<file path="src/rtl/chunk_argmax_streamer_if.sv">
// Handshake bundle for chunk_argmax_streamer: vector input side and per-chunk result side.
interface chunk_argmax_streamer_if #(
  parameter int unsigned WIDTH           = 8,
  parameter int unsigned LANES           = 16,
  parameter int unsigned LANE_IDX_WIDTH  = 4,
  parameter int unsigned NUM_CHUNKS      = 8,
  parameter int unsigned CHUNK_CNT_WIDTH = 3
);
  logic                                in_valid;
  logic                                in_ready;
  logic [WIDTH*LANES*NUM_CHUNKS-1:0]   in_data;
  logic                                out_valid;
  logic                                out_ready;
  logic signed [WIDTH-1:0]             out_max;
  logic [LANE_IDX_WIDTH-1:0]           out_argmax;
  logic [CHUNK_CNT_WIDTH-1:0]          out_chunk;
  logic                                out_first;
  logic                                out_last;

  modport slave (
    input  in_valid, in_data, out_ready,
    output in_ready, out_valid, out_max, out_argmax, out_chunk, out_first, out_last
  );

  modport master (
    output in_valid, in_data, out_ready,
    input  in_ready, out_valid, out_max, out_argmax, out_chunk, out_first, out_last
  );
endinterface

</file>
<file path="src/rtl/chunk_argmax_streamer.sv">
// Accepts a vector of signed elements and streams one {max, argmax} result per chunk,
// first-occurrence on ties, with ready/valid backpressure on the result side.
module chunk_argmax_streamer #(
  parameter int unsigned WIDTH           = 8,
  parameter int unsigned LANES           = 16,
  parameter int unsigned LANE_IDX_WIDTH  = 4,
  parameter int unsigned NUM_CHUNKS      = 8,
  parameter int unsigned CHUNK_CNT_WIDTH = 3
) (
  input logic                    clk,
  input logic                    rst,
  chunk_argmax_streamer_if.slave bus
);
  localparam int unsigned ChunkBits = WIDTH * LANES;
  localparam logic [CHUNK_CNT_WIDTH-1:0] LastChunk = CHUNK_CNT_WIDTH'(NUM_CHUNKS - 1);

  typedef enum logic [0:0] {StIdle, StStream} state_e;

  state_e                           state_q;
  logic [WIDTH*LANES*NUM_CHUNKS-1:0] buf_q;
  logic [CHUNK_CNT_WIDTH-1:0]       ptr_q;
  logic                             last_loaded_q;
  logic                             out_valid_q;
  logic signed [WIDTH-1:0]          out_max_q;
  logic [LANE_IDX_WIDTH-1:0]        out_argmax_q;
  logic [CHUNK_CNT_WIDTH-1:0]       out_chunk_q;
  logic                             out_first_q;
  logic                             out_last_q;

  logic [ChunkBits-1:0]       chunk_sel;
  logic signed [WIDTH-1:0]    red_max;
  logic signed [WIDTH-1:0]    lane_val;
  logic [LANE_IDX_WIDTH-1:0]  red_idx;
  logic                       accept;
  logic                       load_stream;
  logic                       load;
  logic [CHUNK_CNT_WIDTH-1:0] load_ptr;
  logic                       is_last;
  logic                       xfer_last;

  // Chunk 0 is reduced straight from in_data on the acceptance edge so the first
  // result appears one cycle after acceptance.
  always_comb begin
    if (state_q == StIdle) begin
      chunk_sel = bus.in_data[ChunkBits-1:0];
    end else begin
      chunk_sel = buf_q[int'(ptr_q) * ChunkBits +: ChunkBits];
    end
  end

  always_comb begin
    red_max  = $signed(chunk_sel[WIDTH-1:0]);
    red_idx  = '0;
    lane_val = '0;
    for (int l = 1; l < int'(LANES); l++) begin
      lane_val = $signed(chunk_sel[l*WIDTH +: WIDTH]);
      if (lane_val > red_max) begin
        red_max = lane_val;
        red_idx = LANE_IDX_WIDTH'(l);
      end
    end
  end

  always_comb begin
    accept      = (state_q == StIdle) && bus.in_valid;
    load_stream = (state_q == StStream) && !last_loaded_q && (!out_valid_q || bus.out_ready);
    load        = accept || load_stream;
    load_ptr    = accept ? '0 : ptr_q;
    is_last     = (load_ptr == LastChunk);
    xfer_last   = out_valid_q && bus.out_ready && out_last_q;
  end

  always_ff @(posedge clk) begin
    if (rst) begin
      state_q       <= StIdle;
      ptr_q         <= '0;
      last_loaded_q <= 1'b0;
      out_valid_q   <= 1'b0;
      out_max_q     <= {1'b1, {(WIDTH-1){1'b0}}};
      out_argmax_q  <= '0;
      out_chunk_q   <= '0;
      out_first_q   <= 1'b0;
      out_last_q    <= 1'b0;
    end else begin
      if (load) begin
        out_valid_q   <= 1'b1;
        out_max_q     <= red_max;
        out_argmax_q  <= red_idx;
        out_chunk_q   <= load_ptr;
        out_first_q   <= (load_ptr == '0);
        out_last_q    <= is_last;
        last_loaded_q <= is_last;
        ptr_q         <= is_last ? load_ptr : load_ptr + 1'b1;
      end else if (out_valid_q && bus.out_ready) begin
        out_valid_q <= 1'b0;
      end
      unique case (state_q)
        StIdle:   if (accept) state_q <= StStream;
        StStream: if (xfer_last) state_q <= StIdle;
        default:  state_q <= StIdle;
      endcase
    end
  end

  // Buffer carries no reset; it only ever changes on a real acceptance.
  always_ff @(posedge clk) begin
    if (!rst && accept) begin
      buf_q <= bus.in_data;
    end
  end

  assign bus.in_ready   = (state_q == StIdle);
  assign bus.out_valid  = out_valid_q;
  assign bus.out_max    = out_max_q;
  assign bus.out_argmax = out_argmax_q;
  assign bus.out_chunk  = out_chunk_q;
  assign bus.out_first  = out_first_q;
  assign bus.out_last   = out_last_q;
endmodule

</file>
<file path="src/flat_wrapper.sv">
// flat-port wrapper written by rule: the top's interface ports become plain ports
module chunk_argmax_streamer_flat 
#(
  parameter int unsigned WIDTH           = 8,
  parameter int unsigned LANES           = 16,
  parameter int unsigned LANE_IDX_WIDTH  = 4,
  parameter int unsigned NUM_CHUNKS      = 8,
  parameter int unsigned CHUNK_CNT_WIDTH = 3
)
  (clk, rst, bus_in_valid, bus_in_data, bus_out_ready, bus_in_ready, bus_out_valid, bus_out_max, bus_out_argmax, bus_out_chunk, bus_out_first, bus_out_last);
  chunk_argmax_streamer_if #(.WIDTH(WIDTH), .LANES(LANES), .LANE_IDX_WIDTH(LANE_IDX_WIDTH), .NUM_CHUNKS(NUM_CHUNKS), .CHUNK_CNT_WIDTH(CHUNK_CNT_WIDTH)) bus_i ();
  input logic clk;
  input logic rst;
  input wire logic [$bits(bus_i.in_valid)-1:0] bus_in_valid;
  input wire logic [$bits(bus_i.in_data)-1:0] bus_in_data;
  input wire logic [$bits(bus_i.out_ready)-1:0] bus_out_ready;
  output wire logic [$bits(bus_i.in_ready)-1:0] bus_in_ready;
  output wire logic [$bits(bus_i.out_valid)-1:0] bus_out_valid;
  output wire logic [$bits(bus_i.out_max)-1:0] bus_out_max;
  output wire logic [$bits(bus_i.out_argmax)-1:0] bus_out_argmax;
  output wire logic [$bits(bus_i.out_chunk)-1:0] bus_out_chunk;
  output wire logic [$bits(bus_i.out_first)-1:0] bus_out_first;
  output wire logic [$bits(bus_i.out_last)-1:0] bus_out_last;
  assign bus_i.in_valid = bus_in_valid;
  assign bus_i.in_data = bus_in_data;
  assign bus_i.out_ready = bus_out_ready;
  assign bus_in_ready = bus_i.in_ready;
  assign bus_out_valid = bus_i.out_valid;
  assign bus_out_max = bus_i.out_max;
  assign bus_out_argmax = bus_i.out_argmax;
  assign bus_out_chunk = bus_i.out_chunk;
  assign bus_out_first = bus_i.out_first;
  assign bus_out_last = bus_i.out_last;
  chunk_argmax_streamer #(.WIDTH(WIDTH), .LANES(LANES), .LANE_IDX_WIDTH(LANE_IDX_WIDTH), .NUM_CHUNKS(NUM_CHUNKS), .CHUNK_CNT_WIDTH(CHUNK_CNT_WIDTH)) u_core (.clk(clk), .rst(rst), .bus(bus_i));
endmodule
</file>
<file path="config.mk">
export PLATFORM = sky130hd
export DESIGN_NAME = chunk_argmax_streamer_flat
export DESIGN_NICKNAME = d
export VERILOG_FILES = /design/src/rtl/chunk_argmax_streamer_if.sv /design/src/rtl/chunk_argmax_streamer.sv /design/src/flat_wrapper.sv
export SDC_FILE = /design/constraint.sdc
export NUM_CORES = 1
export LEC_CHECK = 0
export ABC_AREA = 1
export CAP_MARGIN = 20
export CORE_AREA = 2 2 409 411
export DETAILED_ROUTE_END_ITERATION = 8
export DIE_AREA = 0 0 411 413
export SLEW_MARGIN = 10
export SYNTH_ARGS = -nofsm -noshare
export SYNTH_HDL_FRONTEND = slang
export SYNTH_SLANG_ARGS = --single-unit
</file>
<file path="constraint.sdc">
create_clock -name clk -period 74 [get_ports clk]
set_input_delay 14.8 -clock clk [delete_from_list [all_inputs] [get_ports clk]]
set_output_delay 14.8 -clock clk [all_outputs]
set_load 0.05 [all_outputs]
</file>
### Word-level counts from Yosys, hierarchy flattened

Index checks and enable logic that the tools add are counted.

* input bits: 1028
* word-level logic and storage cells: 79
* flip-flop bits (word level): 1046

* reductions and logical operators: 13
* shift-type cells: 1
* $lt $le $gt $ge: 15
* mux-type cells: 38
* eq/ne operators: 1
* add/sub/neg operators: 1
* bitwise operators: 1

Operators with widths (count)
* $shiftx 1024x11->128: 1
* $mux 128: 1
* $gt 8x8->1: 15
* $mux 8: 15
* $mux 4: 8
* $mux 3: 6
* $logic_and 1x1->1: 6
* $mux 1: 5
* $mux 2: 2
* $add 3x1->3 const B: 1
* $eq 3x3->1 const B: 1
* $logic_not 1->1: 3
* $logic_not 3->1: 1
* $logic_or 1x1->1: 2
* $pmux 1 s2: 1
* $reduce_bool 2->1: 1
* $not 1->1: 1

### Longest topological paths before layout

* depth after elaboration: 32
* mapped depth: 201

### Least setup slack after synthesis

No wires, ideal clock.

* kind: input-to-reg
* from: in rst
* to: reg u_core.buf_q[0], enable pin
* slack: 14186 ps
* required time: 71555 ps
* stages on the path: 2
* library setup time: 2445 ps
* arrival: 57369 ps
* cells stage by stage: clkbuf_1 -> nor2_1

* word-level cells in the longest chain between the ends: 2

Ends and longest elaborated chain
* start: declaration: RTL line flat_wrapper.sv:13 `input logic rst;`
* $logic_not 1->1: RTL line chunk_argmax_streamer.sv:107 `if (!rst && accept) begin`
* $logic_and 1x1->1: RTL line chunk_argmax_streamer.sv:107
* end signal: assignment: RTL line chunk_argmax_streamer.sv:108 `buf_q <= bus.in_data;`
* end: declaration: RTL line chunk_argmax_streamer.sv:20 `logic [WIDTH*LANES*NUM_CHUNKS-1:0] buf_q;`

Every way passes these cells.
A chain may end at the register's enable or synchronous reset.

### Worst setup path after layout

* from: in bus_in_data[7]
* to: reg u_core.out_argmax_q[2] (netlist: u_core.bus.out_argmax[2])

* word-level cells in the longest chain between the ends: 31
* elaborated cells on any way between the ends: 42
* those cells by class: 15 x order compare; 27 x mux

Ends and longest elaborated chain
* start: declaration: RTL line flat_wrapper.sv:15 `input wire logic [$bits(bus_i.in_data)-1:0] bus_in_data;`
* $mux 128 *: RTL line chunk_argmax_streamer.sv:44 `if (state_q == StIdle) begin`
* $gt 8x8->1: RTL line chunk_argmax_streamer.sv:57 `if (lane_val > red_max) begin`
* $mux 8 *: RTL line chunk_argmax_streamer.sv:57
* $gt 8x8->1: RTL line chunk_argmax_streamer.sv:57
* $mux 8 *: RTL line chunk_argmax_streamer.sv:57
* $gt 8x8->1: RTL line chunk_argmax_streamer.sv:57
* $mux 8 *: RTL line chunk_argmax_streamer.sv:57
* $gt 8x8->1: RTL line chunk_argmax_streamer.sv:57
* (+15 left out)
* $gt 8x8->1: RTL line chunk_argmax_streamer.sv:57
* $mux 8: RTL line chunk_argmax_streamer.sv:57
* $gt 8x8->1: RTL line chunk_argmax_streamer.sv:57
* $mux 8: RTL line chunk_argmax_streamer.sv:57
* $gt 8x8->1: RTL line chunk_argmax_streamer.sv:57
* $mux 8: RTL line chunk_argmax_streamer.sv:57
* $gt 8x8->1: RTL line chunk_argmax_streamer.sv:57
* $mux 4 *: RTL line chunk_argmax_streamer.sv:57
* end signal: assignment: RTL line chunk_argmax_streamer.sv:88 `out_argmax_q <= red_idx;`
* end: declaration: RTL line chunk_argmax_streamer.sv:25 `logic [LANE_IDX_WIDTH-1:0] out_argmax_q;`

Mark *: on every way between the ends. The rest lies on a longest branch, timed or not.

==> impl_metrics.ini <==
[logic_synthesis]
synth_edf_count = 1024
synth-async-reset-ratio_pct = 0
ys_top_cells_by_count = edfxtp_1 (1024), o21ai_0 (608), nor2_1 (602)
syn_inst = 3999
post-synth-top-area-fraction_pct = 66.2
post-synth-top-area-cell = edfxtp_1
syn_nets = 5123
synth_warnings = 0
synth.top_cells.by_area = edfxtp_1 (66%), o21ai_0 (6.6%), nor2_1 (4.9%)
synthesis.area_mm2 = 0.0464
synth_most_common_cell = edfxtp_1
ys_types = 45
avgSynthCellArea_um2 = 11.6
synthFlopType = edfxtp_1
ys_ff_latch = 1046
synth_seq_area_share_pct = 67.2

[global_route]
grt_usage_pct = 20.0
antenna_found_initial = 65
grt_pass1_vias = 35500
grt_pass1_wl_mm = 247
grt_max_degree = 182
gr-total-overflow = 0

[timing]
fin_crit_ns = 37.80
fin_crit_sh_pct = 51.1
setup_viol = 0
setup_tns_ns = 0
timing.slew.headroom_pct = 28.0
finalHoldViolations = 0
skew_ns = 0.0296
max_freq_mhz = 26.5
tightestPinTransition_ns = 1.08
slew_violations = 0
rsz0062_at_grt = false

[final_layout]
num-fill-cells = 16200
fin_util_pct = 38.0
final_cell_area_mm2 = 0.0631
nets = 6101
fin_cells = 7324
multi_input_area_mm2 = 0.0134
regArea_mm2 = 0.0312
area_delta_synth_final_pct = 35.9
layout-drive-gt1-share_pct = 6.80

[routing]
maxUsedRoutingLayer = met5
ant_nets = 0
dr_wl_met2_mm = 86.4
routedWlPerCell_um = 24.4
drt-vias-per-instance = 4.95
post-route-drc-count = 0
wirelength_met1_mm = 73.0
initialDrtViolationCount = 3373
firstDrtPassIters = 5
vias = 36200
routed_wl_mm = 179
route.met3.wl_mm = 13.1

[cts]
post-cts-setup-buffers = 0
clkLatencyLatePin_ns = 0.75
cts_buffers = 117
clk_path_buf_depth = 3
cts-root-buf = clkbuf_16
cts_resized = 0
clkSinkCount = 1046
cts_tree = done
hold_buffers = 0
cts.reportedPaths.clkPinSlew_ns = 0.06
h-tree-depth = 3

[place]
portBuffers = 1046
dp.cells = 7060
place.gp.congestion = 0.896
place_area_mm2 = 0.0591
dp_hpwl_mm = 131

[floorplan]
dieWidth_um = 411
core_region_area_mm2 = 0.166
rows = 150
fp.dieH_um = 413
initial_core_util_pct = 28.0
dieArea_mm2 = 0.170
io_pins = 1047

[worst_setup_path]
startpoint_type = input pin
critical_path.max_fanout = 19
arrival_ns = 38.44
max_stage_delay_ns = 0.56
cpMostUsedCell = nand2_1
required_ns = 74.64
slowest_stage = o21ai_0
critPathCaptureType = register
crit_type = in -> reg

[run]
drv_cap = 0

[min_path]
holdCritPathClass = reg -> reg

[run_status]
status = completed
## through the flow
step	hold slack (ns)	worst slack, ns
after floorplan	0.683	14.19
after global placement	0.449	35.84
after detailed placement	0.468	35.48
after CTS	0.477	36.25
after global routing	0.495	33.54
final	0.472	36.20
## worst max-delay path, delay by kind of cell
| kind | cells | cell delay [ns] |
|---|---|---|
| adder cells (fa/ha/maj) | 15 | 4.78 |
| buffers and inverters | 7 | 1.17 |
| AND/OR/NAND/NOR | 77 | 10.38 |
| AO/OA/AOI/OAI | 28 | 7.23 |
## sequential cells by signal, indices dropped and copies added, names as in the netlist, 3 cells and up
register,count
u_core.buf_q,1024
u_core.bus.out_max,8
u_core.bus.out_argmax,4
u_core.bus.out_chunk,3
u_core.ptr_q,3
## path summary, 6_finish.rpt
check / slack (ns) / end / start / cells after the start
worst max register to register: 47.96 / u_core.bus.out_argmax[2] / u_core.ptr_q[0] / 129
worst min register to register: 0.47 / u_core.bus.out_first / u_core.bus.out_first / 2
worst min-delay path: 0.47 / u_core.bus.out_first / u_core.bus.out_first / 2
worst max-delay path: 36.20 / u_core.bus.out_argmax[2] / bus_in_data[7] / 127
## cells in the final DEF (no fill, tap or decap), types with 13 or more instances in the layout
cell and count:
a21oi_1 39, buf_4 55, bufinv_16 13, clkbuf_1 26, clkbuf_16 120, clkdlybuf4s50_1 1046
clkinv_1 28, clkinv_2 19, dfxtp_1 18, diode_2 44, edfxtp_1 1024, ha_1 96
inv_1 172, nand2_1 515, nand2_2 50, nand3_1 148, nand3_2 18, nand3_4 13
nand4_1 68, nor2_1 601, o211ai_1 41, o21ai_0 596, o21ai_1 25, o221ai_1 212
o22ai_1 33
## kinds of logic (layout without fill, tap and decap cells)
group | count (synthesis) | after routing | synth area share [%]
AND/OR/NAND/NOR | 1440 | 1440 | 13.5
flip-flops | 1046 | 1046 | 67.2
AO/OA/AOI/OAI | 980 | 980 | 12.8
buffers and inverters | 437 | 1514 | 3.95
adder cells (fa/ha/maj) | 96 | 96 | 2.59
other | 0 | 44 | 0
## layout make-up
cell class	instances	area share (%)
Timing Repair Buffer	1105	17.4
Clock buffer	149	4.98
Inverter	191	1.18
Clock inverter	69	1.20
Multi-Input combinational cell	2516	21.3
Antenna cell	44	0.175
Sequential cell	1046	49.5
Tap cell	2204	4.37
## layer usage
metal | vias up | global-route usage [%]
li1 | 16700 | -
met1 | 17800 | 25.2
met2 | 1459 | 33.3
met3 | 270 | 4.20
met4 | 16 | 8.49
met5 | - | 0
Power is not shown: default switching activity piles up to over one toggle a cycle in this logic, so the estimate is an artifact.
